## src/rtl/ace_ccu_snoop_resp_if.sv

```systemverilog
// ace_ccu_snoop_resp_if: ctrl, snooped-master CR and initiator CR channels of the snoop-response collector.
interface ace_ccu_snoop_resp_if #(
    parameter int NumInp = 4,
    parameter int NumOup = 4,
    parameter int IdxW   = (NumInp > 1) ? $clog2(NumInp) : 1
);
    logic                     ctrl_valid;
    logic                     ctrl_ready;
    logic [NumOup+IdxW-1:0]   ctrl;
    logic [NumOup-1:0]        snp_valids;
    logic [NumOup-1:0]        snp_readies;
    logic [NumOup*5-1:0]      snp_resps;
    logic [NumInp-1:0]        cr_valids;
    logic [NumInp-1:0]        cr_readies;
    logic [4:0]               cr_resp;

    modport slave (
        input  ctrl_valid, ctrl, snp_valids, snp_resps, cr_readies,
        output ctrl_ready, snp_readies, cr_valids, cr_resp
    );

    modport master (
        output ctrl_valid, ctrl, snp_valids, snp_resps, cr_readies,
        input  ctrl_ready, snp_readies, cr_valids, cr_resp
    );
endinterface

```

## src/rtl/ace_ccu_snoop_resp.sv

```systemverilog
// ace_ccu_snoop_resp: queues snoop ctrl entries in order, collects and OR-merges the selected
// masters' CRs, and returns one merged CR to the initiating port.
module ace_ccu_snoop_resp #(
    parameter int NumInp    = 4,
    parameter int NumOup    = 4,
    parameter int CtrlDepth = 4,
    parameter int IdxW      = (NumInp > 1) ? $clog2(NumInp) : 1
) (
    input logic                  clk_i,
    input logic                  rst_i,
    ace_ccu_snoop_resp_if.slave  bus
);
    localparam int PtrW = $clog2(CtrlDepth);
    localparam logic [1:0] IDLE = 2'd0, COLLECT = 2'd1, RESP = 2'd2;

    logic [NumOup+IdxW-1:0] mem [CtrlDepth];
    logic [PtrW-1:0]        wptr, rptr;
    logic [PtrW:0]          cnt;
    logic [1:0]             state, state_next;
    logic [NumOup-1:0]      got, acc, sel;
    logic [IdxW-1:0]        idx;
    logic [4:0]             merge, merge_acc;
    logic                   push, pop, full;

    assign full            = cnt == (PtrW+1)'(CtrlDepth);
    assign bus.ctrl_ready  = !full;
    assign push            = bus.ctrl_valid && !full;
    assign {sel, idx}      = mem[rptr];
    assign bus.snp_readies = (state == COLLECT) ? sel & ~got : '0;
    assign acc             = bus.snp_valids & bus.snp_readies;
    assign bus.cr_valids   = (state == RESP) ? NumInp'(1) << idx : '0;
    assign bus.cr_resp     = merge;
    assign pop             = (state == RESP) && ((bus.cr_valids & bus.cr_readies) != '0);

    always_comb begin
        merge_acc = merge;
        for (int j = 0; j < NumOup; j++)
            merge_acc = acc[j] ? merge_acc | bus.snp_resps[5*j +: 5] : merge_acc;
    end

    // A pop with an entry pushed in the same cycle still leaves work at the head.
    always_comb begin
        state_next = IDLE;
        unique case (state)
            IDLE:    state_next = (cnt != '0) ? COLLECT : IDLE;
            COLLECT: state_next = (((got | acc) & sel) == sel) ? RESP : COLLECT;
            RESP:    state_next = !pop ? RESP : (cnt > (PtrW+1)'(1) || push) ? COLLECT : IDLE;
            default: state_next = IDLE;
        endcase
    end

    always_ff @(posedge clk_i)
        if (push) mem[wptr] <= bus.ctrl;

    always_ff @(posedge clk_i or posedge rst_i) begin
        if (rst_i) begin
            wptr  <= '0;
            rptr  <= '0;
            cnt   <= '0;
            state <= IDLE;
            got   <= '0;
            merge <= '0;
        end else begin
            wptr  <= push ? wptr + PtrW'(1) : wptr;
            rptr  <= pop ? rptr + PtrW'(1) : rptr;
            cnt   <= cnt + (PtrW+1)'(push) - (PtrW+1)'(pop);
            state <= state_next;
            got   <= pop ? '0 : got | acc;
            merge <= pop ? '0 : merge_acc;
        end
    end
endmodule

```

## src/flat_wrapper.sv

```systemverilog
// flat-port wrapper written by rule: the top's interface ports become plain ports
module ace_ccu_snoop_resp_flat 
#(
    parameter int NumInp    = 4,
    parameter int NumOup    = 4,
    parameter int CtrlDepth = 4,
    parameter int IdxW      = (NumInp > 1) ? $clog2(NumInp) : 1
)
  (clk_i, rst_i, bus_ctrl_valid, bus_ctrl, bus_snp_valids, bus_snp_resps, bus_cr_readies, bus_ctrl_ready, bus_snp_readies, bus_cr_valids, bus_cr_resp);
  ace_ccu_snoop_resp_if #(.NumInp(NumInp), .NumOup(NumOup), .IdxW(IdxW)) bus_i ();
  input logic clk_i;
  input logic rst_i;
  input wire logic [$bits(bus_i.ctrl_valid)-1:0] bus_ctrl_valid;
  input wire logic [$bits(bus_i.ctrl)-1:0] bus_ctrl;
  input wire logic [$bits(bus_i.snp_valids)-1:0] bus_snp_valids;
  input wire logic [$bits(bus_i.snp_resps)-1:0] bus_snp_resps;
  input wire logic [$bits(bus_i.cr_readies)-1:0] bus_cr_readies;
  output wire logic [$bits(bus_i.ctrl_ready)-1:0] bus_ctrl_ready;
  output wire logic [$bits(bus_i.snp_readies)-1:0] bus_snp_readies;
  output wire logic [$bits(bus_i.cr_valids)-1:0] bus_cr_valids;
  output wire logic [$bits(bus_i.cr_resp)-1:0] bus_cr_resp;
  assign bus_i.ctrl_valid = bus_ctrl_valid;
  assign bus_i.ctrl = bus_ctrl;
  assign bus_i.snp_valids = bus_snp_valids;
  assign bus_i.snp_resps = bus_snp_resps;
  assign bus_i.cr_readies = bus_cr_readies;
  assign bus_ctrl_ready = bus_i.ctrl_ready;
  assign bus_snp_readies = bus_i.snp_readies;
  assign bus_cr_valids = bus_i.cr_valids;
  assign bus_cr_resp = bus_i.cr_resp;
  ace_ccu_snoop_resp #(.NumInp(NumInp), .NumOup(NumOup), .CtrlDepth(CtrlDepth), .IdxW(IdxW)) u_core (.clk_i(clk_i), .rst_i(rst_i), .bus(bus_i));
endmodule
```

## config.mk

```make
export PLATFORM = sky130hd
export DESIGN_NAME = ace_ccu_snoop_resp_flat
export DESIGN_NICKNAME = d
export VERILOG_FILES = /design/src/rtl/ace_ccu_snoop_resp_if.sv /design/src/rtl/ace_ccu_snoop_resp.sv /design/src/flat_wrapper.sv
export SDC_FILE = /design/constraint.sdc
export NUM_CORES = 1
export LEC_CHECK = 0
export ABC_AREA = 1
export CORE_ASPECT_RATIO = 1.2
export CORE_UTILIZATION = 50
export CTS_CLUSTER_SIZE = 12
export DETAILED_ROUTE_END_ITERATION = 10
export GPL_TIMING_DRIVEN = 0
export HOLD_SLACK_MARGIN = 0.12
export PLACE_DENSITY = 0.8
export SLEW_MARGIN = 25
export SYNTH_ARGS = -nofsm -noshare
export SYNTH_HDL_FRONTEND = slang
export SYNTH_SLANG_ARGS = --single-unit
```

## constraint.sdc

```tcl
create_clock -name clk_i -period 2.56 [get_ports clk_i]
set_input_delay 0.256 -clock clk_i [delete_from_list [all_inputs] [get_ports clk_i]]
set_output_delay 0.256 -clock clk_i [all_outputs]
set_load 0.005 [all_outputs]
```

==> impl_metrics.ini <==
[placed_design]
dpl_cell_area_um2 = 2810
port_buffers = 50
place_congestion = 0.828
dp_hpwl_um = 3350

[die]
rows = 26
initial_core_util = 0.526
dieWidth_um = 63.1
io_pins = 51
fp.dieH_um = 75.3
floorplan.die_area_um2 = 4750
core_um2 = 4260

[grt]
antenna_found_initial = 0
grt_remaining_overflow = 0
grt_pass1_wl_um = 7360
grt_pass1_vias = 1647
grt_use_total = 0.210
grt_max_degree = 19

[final_layout]
final.fill_count = 348
n_antenna_cell = 0
fin_area_um2 = 2980
fin_nets = 362
syn_to_final_growth_pct = 32.9
fin_util = 0.698
final_common_cell = nand2_1
drive_gt1_frac = 0.136
mostFrequentLayoutCells = nand2_1 (78), clkdlybuf4s50_1 (50), inv_1 (35), edfxtp_1 (24), nor2_1 (23)

[yosys]
yosysTopAreaCellShare = 0.322
synth_cells = 256
syn_area_per_cell_um2 = 8.75
yosysSeqAreaShare = 0.523
synth_area_um2 = 2240
syn_nets = 302
ys_warn_count = 0
yosys_register_bits = 42
synth_area_leader_cell = edfxtp_1
synth_area_leaders = edfxtp_1 (32%), dfrtp_1 (20%), nand2_1 (14%)
ys_types = 27

[worst_setup_path]
arrival_ns = 2.64
reg2reg_depth = 16
crit_type = reg2reg
path_max_fanout = 6
critPathLaunchType = flip-flop
required_ns = 2.75
critPathCaptureType = flip-flop
rrSetupSlack_ns = 0.11

[cts]
cts_root_buf = clkbuf_8
cts_made_buffers = 5
path_clk_slew_ns = 0.08
cts_tree = built
cts_max_path_buffers = 2
holdBufCountCts = 0
clk_latency_ns = 0.30
numClockSinks = 42
h-tree-depth = 2

[drt]
post-route-drc-count = 0
wire_per_inst_um = 12.3
antenna_left = 0
drt-total-wl_um = 4600
vias = 1777
drtIter0Drc = 50
dr.pass1.iters = 4
via_per_inst = 4.76

[power_and_ir_drop]
p_int_mw = 1.89
p_total_mw = 3.09
power_frac_seq = 0.347
power.density_nw_per_um2 = 1040
combPwrFrac = 0.483
p_switching_mw = 1.20
p_clk_frac = 0.171
p_leak_nw = 1.34
ir_drop_mv = 0.530
sw_frac_of_total = 0.389

[worst_hold_path]
min_path_type = in2async

[timing]
setup_viol = 0
fmax_mhz = 409
max_slew_margin = 0.523
worstMarginPinSlew_ns = 0.714
fin_hold_ws_ns = 0.370
finalHoldViolations = 0
period_needed_ns = 2.45
fin_crit_sh = 0.955
worst_clock_skew_ns = 0.00489
drv_slew = 0

[job]
drv_cap = 0

[run_status]
status = finished clean
cell usage after synthesis:
library cell   n
edfxtp_1      24
o211ai_1       4
nand4_1        2
xnor2_1        1
buf_6          2
a31oi_1        1
a21oi_2        1
nor2_2         9
o21ai_0        4
buf_4          1
o21bai_1       5
dfrtp_1       18
nor2_1        24
nor3_1         1
nand2_1       81
xor2_1         2
nor3_2         3
a21boi_0       1
fa_1           1
nand3_2        2
ha_1           8
inv_1         35
inv_2          5
nand3_1       17
nand2_2        2
buf_2          1
nand2_4        1
state kept, by name, indices dropped and copies added, names as in the netlist:
name                count
u_core.bus.cr_resp      5
u_core.cnt              3
u_core.got              4
u_core.mem             24
u_core.rptr             2
u_core.state            2
u_core.wptr             2
power by group through the flow:
stage                     registers (mW)  clock network (mW)  logic [mW]
after floorplan                     1.06                   0       0.983
after global placement              1.07                   0        1.38
after detailed placement            1.08                   0        1.43
after CTS                           1.07               0.537        1.45
after global routing                1.09               0.563        1.69
final                               1.07               0.527        1.49
area by class of cell:
class | instances | area [µm²] | share of cell area
clock inverter | 3 | 45.0 | 0.0151
timing repair buffer | 53 | 523 | 0.176
clock buffer | 5 | 68.8 | 0.0231
tap | 56 | 70.1 | 0.0235
inverter | 40 | 153 | 0.0513
buffer | 4 | 41.3 | 0.0139
sequential | 42 | 1170 | 0.394
multi-input combinational | 170 | 903 | 0.303
final timing paths:
check / startpoint / end
hold reg to reg: u_core.state[0] / u_core.state[0]
setup reg to reg: u_core.rptr[0] / u_core.cnt[2]
max in group asynchronous: rst_i / u_core.rptr[0]
min in group clk_i: u_core.state[0] / u_core.state[0]
setup / recovery: u_core.rptr[0] / u_core.cnt[2]
hold / removal: rst_i / u_core.bus.cr_resp[1]
metal layers:
layer  part of all wire  track usage
met5                  0            0
met4              0.020       0.0904
met3              0.051       0.0569
met2               0.50        0.379
met1               0.43        0.237
worst max-delay path: stages (launching register included):
cell and delay, ns:
dfrtp_2 0.45, buf_4 0.14, nand2_1 0.04, nand3_1 0.11
nand2_4 0.12, nor2_2 0.05, nand2_1 0.05, nand2_1 0.07
inv_2 0.07, nand2_4 0.07, buf_8 0.13, ha_1 0.26
inv_1 0.06, ha_1 0.13, inv_1 0.05, fa_1 0.37
xor2_1 0.16
timing repair:
action                     4_1_cts  5_1_grt
gates resized for setup          2        8
setup buffers                    1        2
setup endpoints to repair        2        2
pin swaps                        0        2
hold endpoints to repair         0        0
metrics by stage:
| stage | setup slack (ns) | setup TNS, ns | cells |
|---|---|---|---|
| after global routing | -0.00535 | -0.00535 | 373 |
| after CTS | 0.0265 | 0 | 371 |
| final | 0.114 | 0 | 373 |
| after global placement | -0.0490 | -0.0594 | 362 |
| after floorplan | 0.163 | 0 | 256 |
| after detailed placement | -0.0729 | -0.114 | 362 |
cell families after synthesis:
group | synth area share
XOR/XNOR | 0.0117
AND/OR/NAND/NOR | 0.280
AO/OA/AOI/OAI | 0.0492
adder cells (fa/ha/maj) | 0.0536
flip-flops | 0.523
buffers and inverters | 0.0827
Note: power is estimated with default switching activity, not from simulation.
